--- src/rtl/instr_loader_pkg.sv ---
// Shared definitions for the instruction loader: FSM state encoding and
// instruction field widths, kept here so the core can reuse them.
package instr_loader_pkg;

  localparam int OPCODE_W  = 4;
  localparam int OPERAND_W = 12;

  typedef enum logic [1:0] {
    ST_LO   = 2'd0,  // waiting for byte 0 (opcode + low operand nibble)
    ST_HI   = 2'd1,  // waiting for byte 1 (high operand byte)
    ST_FULL = 2'd2   // complete instruction held for the core
  } state_t;

endpackage

--- src/rtl/instr_loader_btn_debounce.sv ---
// btn_debounce: two-flop synchronizer plus counter debouncer for a push
// button. Emits a one-cycle press pulse on each debounced 0->1 transition.
module btn_debounce #(
  parameter int DEBOUNCE_CYCLES = 16
) (
  input  logic clk,
  input  logic rst_n,
  input  logic btn_raw,
  output logic press
);

  localparam int CNT_W = $clog2(DEBOUNCE_CYCLES);
  localparam logic [CNT_W-1:0] CNT_LAST = CNT_W'(DEBOUNCE_CYCLES - 1);

  logic [1:0]       sync_q;
  logic             level_q;
  logic [CNT_W-1:0] cnt_q;

  // Synchronize, count consecutive disagreeing samples, toggle the debounced level.
  always_ff @(posedge clk) begin
    // NOTE: all sequential state uses non-blocking assignments so every flop
    // samples pre-edge values, independent of statement order.
    if (!rst_n) begin
      sync_q  <= '0;
      level_q <= 1'b0;
      cnt_q   <= '0;
      press   <= 1'b0;
    end else begin
      sync_q <= {sync_q[0], btn_raw};
      press  <= 1'b0;
      if (sync_q[1] == level_q) begin
        cnt_q <= '0;
      end else if (cnt_q == CNT_LAST) begin
        level_q <= ~level_q;
        cnt_q   <= '0;
        press   <= ~level_q;  // only rising debounced edges are events
      end else begin
        cnt_q <= cnt_q + CNT_W'(1);
      end
    end
  end

endmodule

--- src/rtl/instr_loader.sv ---
// instr_loader: assembles a two-byte instruction from DIP switches, one byte
// per debounced button press, and offers it to the core with valid/ready.
// Optional feature: define INSTR_LOADER_DROPCNT_EN to add a saturating
// 4-bit drop_cnt output counting presses discarded while an instruction is held.
module instr_loader
  import instr_loader_pkg::*;
#(
  parameter int DEBOUNCE_CYCLES = 16
) (
  input  logic                 clk,
  input  logic                 rst_n,
  input  logic                 btn_raw,
  input  logic [7:0]           sw_in,
  input  logic                 instr_ready,
  output logic                 instr_valid,
  output logic [OPCODE_W-1:0]  opcode,
  output logic [OPERAND_W-1:0] instr,
  output logic                 pending_hi,
  output logic                 dropped
`ifdef INSTR_LOADER_DROPCNT_EN
  ,
  output logic [3:0]           drop_cnt
`endif
);

  state_t state_q, state_d;
  logic   press;
  logic   drop_evt;

  btn_debounce #(
    .DEBOUNCE_CYCLES(DEBOUNCE_CYCLES)
  ) u_btn_debounce (
    .clk    (clk),
    .rst_n  (rst_n),
    .btn_raw(btn_raw),
    .press  (press)
  );

  assign instr_valid = (state_q == ST_FULL);
  assign pending_hi  = (state_q == ST_HI);
  assign drop_evt    = press && (state_q == ST_FULL);

  // State register.
  always_ff @(posedge clk) begin
    if (!rst_n) state_q <= ST_LO;
    else        state_q <= state_d;
  end

  // Next-state logic: presses advance LO->HI->FULL, a handshake returns to LO.
  always_comb begin
    // NOTE: default assignment first so no path leaves state_d unassigned,
    // which would otherwise infer a latch.
    state_d = state_q;
    unique case (state_q)
      ST_LO:   if (press)       state_d = ST_HI;
      ST_HI:   if (press)       state_d = ST_FULL;
      ST_FULL: if (instr_ready) state_d = ST_LO;
      default:                  state_d = ST_LO;
    endcase
  end

  // Capture switch bytes into the instruction fields; hold them otherwise.
  always_ff @(posedge clk) begin
    if (!rst_n) begin
      opcode  <= '0;
      instr   <= '0;
      dropped <= 1'b0;
    end else begin
      if (press && state_q == ST_LO) begin
        opcode     <= sw_in[3:0];
        instr[3:0] <= sw_in[7:4];
      end
      if (press && state_q == ST_HI) begin
        instr[11:4] <= sw_in;
      end
      if (drop_evt) begin
        dropped <= 1'b1;
      end
    end
  end

`ifdef INSTR_LOADER_DROPCNT_EN
  // Count discarded presses, saturating at 15.
  always_ff @(posedge clk) begin
    if (!rst_n) begin
      drop_cnt <= '0;
    end else if (drop_evt && drop_cnt != 4'hF) begin
      drop_cnt <= drop_cnt + 4'd1;
    end
  end
`endif

endmodule

--- config.mk ---
export PLATFORM = sky130hd
export DESIGN_NAME = instr_loader
export DESIGN_NICKNAME = d
export VERILOG_FILES = /design/src/rtl/instr_loader_pkg.sv /design/src/rtl/instr_loader_btn_debounce.sv /design/src/rtl/instr_loader.sv
export SDC_FILE = /design/constraint.sdc
export NUM_CORES = 1
export LEC_CHECK = 0
export CORE_MARGIN = 2
export CORE_UTILIZATION = 47
export CTS_BUF_LIST = sky130_fd_sc_hd__clkbuf_2 sky130_fd_sc_hd__clkbuf_4 sky130_fd_sc_hd__clkbuf_8
export DETAILED_ROUTE_END_ITERATION = 7
export HOLD_SLACK_MARGIN = 0.15
export PLACE_DENSITY = 0.77
export SYNTH_ARGS = -nofsm -noshare
export SYNTH_HDL_FRONTEND = slang
export SYNTH_SLANG_ARGS = --single-unit
export TNS_END_PERCENT = 1
--- constraint.sdc ---
create_clock -name clk -period 1.33 [get_ports clk]
set_input_delay 0.266 -clock clk [delete_from_list [all_inputs] [get_ports clk]]
set_output_delay 0.266 -clock clk [all_outputs]
set_load 0.01 [all_outputs]
==> impl_metrics.csv, run 1 <==
group,metric,value,unit
timing,fmax,802,MHz
layout,final_area,0.00139,mm²
detailed_routing,routedWlPerCell,11.3,µm
pwr,leakage,0.663,nW
clock_network,cts_setup_buffers,0,
timing,fin_crit,1.25,ns
job,maxCapViolations,0,
floorplanning,boundaryPins,31,
timing,tightest_slew,0.139,ns
yosys,ys_seq_elements,27,
pwr,ir_drop,0.980,mV
worst_setup_path,crit_family,"flip-flops",
timing,maxSlewHeadroom,90.5,%
clock_network,root_buffer,"clkbuf_4",
yosys,synth_fp_nets,104,
outcome,status,"complete, no violations",
clock_network,clock_path_buffers,2,
layout,num-fill-cells,167,
floorplanning,initial_core_util,50.8,%
worst_setup_path,cp_slowest_stage_delay,0.38,ns
yosys,synth_cells,91,
layout,layout-drive-gt1-share,14.0,%
grt,overflow,0,
worst_setup_path,r2r_slack,0.08,ns
clock_network,cts_max_level,1,
worst_setup_path,worstPathCellList,"buf_4 -> nor3b_2 -> buf_6 -> mux2i_1 -> nor2b_1",
detailed_routing,drc,0,
placement,routabilityCongestion,0.655,
clock_network,clkTransAtPathRegs,0.14,ns
grt,grtUsageTotal,16.3,%
timing,finalHoldViolations,0,
worst_setup_path,crit_path_end_kind,"flop",
worst_setup_path,start_kind,"flop",
worst_setup_path,critPathBufInv,2,
layout,area_growth_syn_to_layout,37.0,%
clock_network,cts_sinks,27,
placement,dp_hpwl,1.37,mm
timing,slew_viol_final,0,
pwr,power_per_cell_area,866,mW/mm²
worst_hold_path,hold_class,"reg2reg",
floorplanning,rows,16,
grt,grt_pass1_vias,749,
timing,fin_crit_sh,93.8,%
placement,place_area,0.00138,mm²
floorplanning,dieArea,0.00255,mm²
detailed_routing,ant_nets,0,
detailed_routing,initialDrtViolationCount,3,
layout,diodes,0,
worst_setup_path,critical_path_required,1.55,ns
worst_setup_path,critical_path_class,"reg2reg",
grt,grt_first_pass_wirelength,3.22,mm
pwr,finalPower,1.21,mW
yosys,netlist_top_cells_area,"dfxtp_1 (53%), mux2i_1 (17%), nor2b_1 (12%)",
timing,rsz0062_at_grt,"no",
clock_network,cts_buffers,3,
detailed_routing,drtPass1Iterations,2,
clock_network,clock_latency,0.31,ns
grt,grt_max_degree,16,
floorplanning,dieHeight,50.5,µm
worst_setup_path,path_max_fanout,8,
grt,antenna_found_initial,0,
yosys,syn_area,0.00102,mm²
detailed_routing,wirelength,1.77,mm
floorplanning,core_area,0.00200,mm²
detailed_routing,vias,715,
detailed_routing,via_per_inst,4.58,
yosys,yosysTopAreaCell,"dfxtp_1",
clock_network,cts_tree,"yes",
layout,final_nets,143,
timing,setup_tns,0,ns
yosys,ys_warn_count,0,
worst_setup_path,crit_path_top_delay_cell,"dfxtp_4",
timing,whs,0.454,ns
yosys,yosysSeqAreaShare,53.1,%
placement,portBuffers,30,
floorplanning,die_x,50.5,µm
worst_setup_path,cp_data_arrival_time,1.46,ns
timing,fin_worst_skew,0.00347,ns
timing,setup_viol,0,
yosys,netlist-cell-type-count,21,
yosys,synth_top_area_share,53.1,%
yosys,synth_area_per_cell,11.2,µm²
## routing by layer
layer / wire [µm] / global-route usage, % / vias to the layer above / share of wire, %
li1: - / - / 376 / -
met3: 95 / 4.17 / 0 / 5.4
met1: 803 / 20.2 / 320 / 45
met5: 0 / 0 / - / 0
met4: 0 / 1.35 / 0 / 0
met2: 870 / 29.4 / 19 / 49
## kinds of logic after synthesis
group / after synthesis / synth area share, %
AOI/OAI and AO/OA: 2 / 1.23
xor gates and xnor gates: 4 / 3.44
adders and majority gates: 1 / 1.23
buffers and inverters: 5 / 3.32
DFF: 27 / 53.1
muxes: 17 / 16.7
and+or+nand+nor: 35 / 20.9
## worst register-to-register path, cell delays in order (launching register included)
cell	delay (ns)
dfxtp_4	0.38
buf_4	0.14
nor3b_2	0.17
buf_6	0.18
mux2i_1	0.21
nor2b_1	0.07
## final cells by class
cell class / count / area, µm² / area share, %
flip-flops and latches: 27 / 546 / 39.1
multi-input cells: 59 / 450 / 32.3
repair buffers: 38 / 333 / 23.9
well taps: 27 / 33.8 / 2.42
clock buffers: 3 / 22.5 / 1.62
clock inverters: 1 / 5.00 / 0.359
inverters: 1 / 3.75 / 0.269
## synthesized netlist by cell type
cell type	number
mux2i_1	17
and3_1	1
nand3_1	3
xor2_1	3
nor3b_2	1
xnor2_1	1
nand3b_1	1
nand2b_1	1
ha_1	1
nor3b_1	1
and2_1	2
buf_6	2
clkbuf_1	2
a21oi_1	1
a21boi_1	1
nor2_1	3
dfxtp_1	27
nand2_1	1
nor3_1	1
inv_1	1
nor2b_1	20
## registers in the layout, summed over array words and instances (netlist names)
name                    count
instr                      12
u_btn_debounce.level_q      1
opcode                      4
u_btn_debounce.sync_q       2
u_btn_debounce.press        1
dropped                     1
state_q                     2
u_btn_debounce.cnt_q        4
## layout by cell type (no fill, tap or decap), types with 2 or more instances in the layout
cell / n
dfxtp_1: 25
nor2b_1: 19
mux2i_1: 17
dlygate4sd2_1: 17
clkdlybuf4s50_1: 11
buf_4: 7
nand3_1: 3
xor2_1: 3
nor2_1: 3
clkbuf_4: 3
and2_1: 2
## where the power goes
group | leakage [nW] | internal (mW) | switching [mW]
sequential | 0.219 | 0.810 | 0.00200
combinational | 0.426 | 0.0440 | 0.0179
clock | 0.0177 | 0.112 | 0.220
total | 0.663 | 0.967 | 0.240
## worst paths after layout
check / start / end / depth (start not counted)
worst max-delay path: state_q[0] / opcode[0] / 5
worst min-delay path: u_btn_debounce.sync_q[0] / u_btn_debounce.sync_q[1] / 1
worst max register to register: state_q[0] / opcode[0] / 5
worst min register to register: u_btn_debounce.sync_q[0] / u_btn_debounce.sync_q[1] / 1
## per-stage QoR
step                setup slack, ns  instances  utilization [%]
global placement             0.0367        152             69.0
global route                 0.0169        156             69.6
finish                       0.0830        156             69.6
floorplan                     0.302         91                -
detailed placement          -0.0425        152             69.0
CTS                         -0.0227        156             69.6
## what timing repair did
item	in CTS	in global routing
resized for setup	25	5
endpoints found under the hold margin	0	0
cloned	0	0
endpoints found under the setup margin	19	2
hold buffers	0	0
pin swaps	0	1
Power figures use the tool's default switching activity.
==> run 2: changes to the inputs <==
--- a/config.mk
+++ b/config.mk
@@ -14,4 +14,4 @@
 export SYNTH_ARGS = -nofsm -noshare
 export SYNTH_HDL_FRONTEND = slang
 export SYNTH_SLANG_ARGS = --single-unit
-export TNS_END_PERCENT = 1
+export TNS_END_PERCENT = 20
==> results of run 2 <==
The final DEF is identical to that of run 1; final timing and power are the same.
Main changes from that run: number of gates resized after CTS 25 -> 26
==> run 3: changes to the inputs <==
--- a/config.mk
+++ b/config.mk
@@ -11,6 +11,7 @@
 export DETAILED_ROUTE_END_ITERATION = 7
 export HOLD_SLACK_MARGIN = 0.15
 export PLACE_DENSITY = 0.77
+export SKIP_CTS_REPAIR_TIMING = 1
 export SYNTH_ARGS = -nofsm -noshare
 export SYNTH_HDL_FRONTEND = slang
 export SYNTH_SLANG_ARGS = --single-unit
==> run 3 against run 2 <==
Compared with the run above: first-iteration DRC count grew 67%; total power grew 0.35%; clock skew grew 0.0017 ns; die area is the same; maximum frequency shrank 0.82%; routed wire length grew 4.7%; global-route usage is the same; non-clock buffer count is the same; sequential power is essentially flat; critical path type unchanged; largest power group unchanged.
==> impl_metrics.csv, run 3 (synthesized netlist as in run 1, its figures left out) <==
group,metric,value,unit
pwr,leakage,0.914,nW
floorplanning,boundaryPins,31,
clock_network,clock_path_buffers,2,
worst_setup_path,critical_path_class,"reg2reg",
layout,area_growth_syn_to_layout,42.9,%
worst_setup_path,path_max_fanout,8,
worst_setup_path,crit_path_top_delay_cell,"dfxtp_2",
worst_hold_path,hold_class,"reg2reg",
grt,use_met2,29.8,%
pwr,finalPower,1.21,mW
clock_network,root_buffer,"clkbuf_4",
timing,maxSlewHeadroom,89.8,%
timing,rsz0062_at_grt,"yes",
grt,overflow,0,
layout,top_register,"instr",
layout,fin_cells,156,
grt,global_route.peak_usage_layer,"met2",
clock_network,cts_tree,"yes",
worst_setup_path,worst_path_most_repeated_cell,"buf_4",
clock_network,clock_latency,0.31,ns
floorplanning,dieArea,0.00255,mm²
timing,finalHoldViolations,0,
grt,grt_max_degree,16,
timing,setup_viol,0,
timing,fmax,795,MHz
grt,antenna_found_initial,0,
layout,final_nets,143,
outcome,status,"complete, no violations",
pwr,ir_drop,0.984,mV
timing,tightest_slew,0.148,ns
detailed_routing,ant_nets,0,
layout,final_common_cell,"dfxtp_1",
timing,fin_crit,1.26,ns
detailed_routing,routedWlPerCell,11.9,µm
layout,diodes,0,
worst_setup_path,crit_family,"flip-flops",
detailed_routing,drc,0,
clock_network,cts_buffers,3,
grt,grt_first_pass_wirelength,3.22,mm
placement,dp_hpwl,1.37,mm
pwr,power_per_cell_area,833,mW/mm²
worst_setup_path,start_kind,"flop",
detailed_routing,drtPass1Iterations,2,
job,maxCapViolations,0,
layout,largest_reg_flops,12,
timing,setup_tns,0,ns
worst_setup_path,critical_path_required,1.55,ns
worst_setup_path,r2r_start,"state_q[0]",
clock_network,cts_max_level,1,
worst_setup_path,cp_slowest_stage_delay,0.36,ns
detailed_routing,wirelength,1.85,mm
worst_setup_path,cp_data_arrival_time,1.48,ns
detailed_routing,vias,721,
timing,fin_worst_skew,0.00513,ns
floorplanning,dieHeight,50.5,µm
timing,whs,0.455,ns
grt,grt_pass1_vias,761,
worst_setup_path,crit_path_end_kind,"flop",
layout,num-fill-cells,150,
floorplanning,rows,16,
timing,worst_slack,0.0727,ns
grt,use_met3,4.17,%
floorplanning,initial_core_util,50.8,%
grt,grtUsageMet1,19.8,%
placement,routabilityCongestion,0.655,
floorplanning,die_x,50.5,µm
layout,layout-drive-gt1-share,13.2,%
worst_setup_path,worstPathCellList,"buf_4 -> nor3b_2 -> buf_4 -> mux2i_1 -> nor2b_1",
layout,layout_common_cells,"dfxtp_1 (25), nor2b_1 (19), dlymetal6s2s_1 (18)",
timing,fin_crit_sh,94.5,%
worst_setup_path,crit_start,"state_q[0]",
timing,slew_viol_final,0,
clock_network,cts_sinks,27,
layout,reg.largest.list,"instr: 12 flops, opcode: 4 flops, u_btn_debounce.cnt_q: 4 flops",
placement,dp_cells,152,
placement,dp_slack,-0.0425,ns
worst_hold_path,hold_start,"u_btn_debounce.sync_q[0]",
worst_setup_path,critPathBufInv,2,
floorplanning,core_area,0.00200,mm²
detailed_routing,via_per_inst,4.62,
placement,portBuffers,30,
detailed_routing,initialDrtViolationCount,5,
grt,grtUsageTotal,16.3,%
clock_network,clkTransAtPathRegs,0.14,ns
-- run 3: worst paths after layout --
| kind | end | slack (ns) | depth (start not counted) |
|---|---|---|---|
| worst max-delay path | opcode[2] | 0.07 | 5 |
| worst min register to register | u_btn_debounce.sync_q[1] | 0.45 | 1 |
| worst max register to register | opcode[2] | 0.07 | 5 |
| worst min-delay path | u_btn_debounce.sync_q[1] | 0.45 | 1 |
-- run 3: worst reg2reg max path: cells and delay by family (launching register included) --
kind	cells	cell delay (ns)
buffers and inverters	2	0.36
flip-flops	1	0.36
AND/OR/NAND/NOR	2	0.23
multiplexers	1	0.23
-- run 3: final cells by class --
| class | count | area (µm²) | share of cell area (%) |
|---|---|---|---|
| clock buffers | 3 | 22.5 | 1.55 |
| clock inverters | 1 | 5.00 | 0.344 |
| inverters | 1 | 3.75 | 0.258 |
| multi-input cells | 59 | 445 | 30.6 |
| flip-flops and latches | 27 | 543 | 37.3 |
| well taps | 27 | 33.8 | 2.32 |
| repair buffers | 38 | 400 | 27.5 |
-- run 3: per-layer routing --
| layer | wire [µm] | vias up |
|---|---|---|
| met5 | 0 | - |
| met4 | 0 | 0 |
| met3 | 99 | 0 |
| met2 | 945 | 19 |
| met1 | 808 | 326 |
| li1 | - | 376 |
-- run 3: power breakdown --
group	total (mW)	switching [mW]	internal, mW
Combinational	0.0623	0.0182	0.0441
Clock	0.334	0.222	0.112
Sequential	0.815	0.00202	0.813
Total	1.21	0.242	0.969
-- run 3: metrics by stage --
step / area, µm² / util (%)
after floorplan: 1020 / -
after global placement: 1380 / 69.0
after detailed placement: 1380 / 69.0
after CTS: 1410 / 70.4
after global routing: 1450 / 72.6
final: 1450 / 72.6
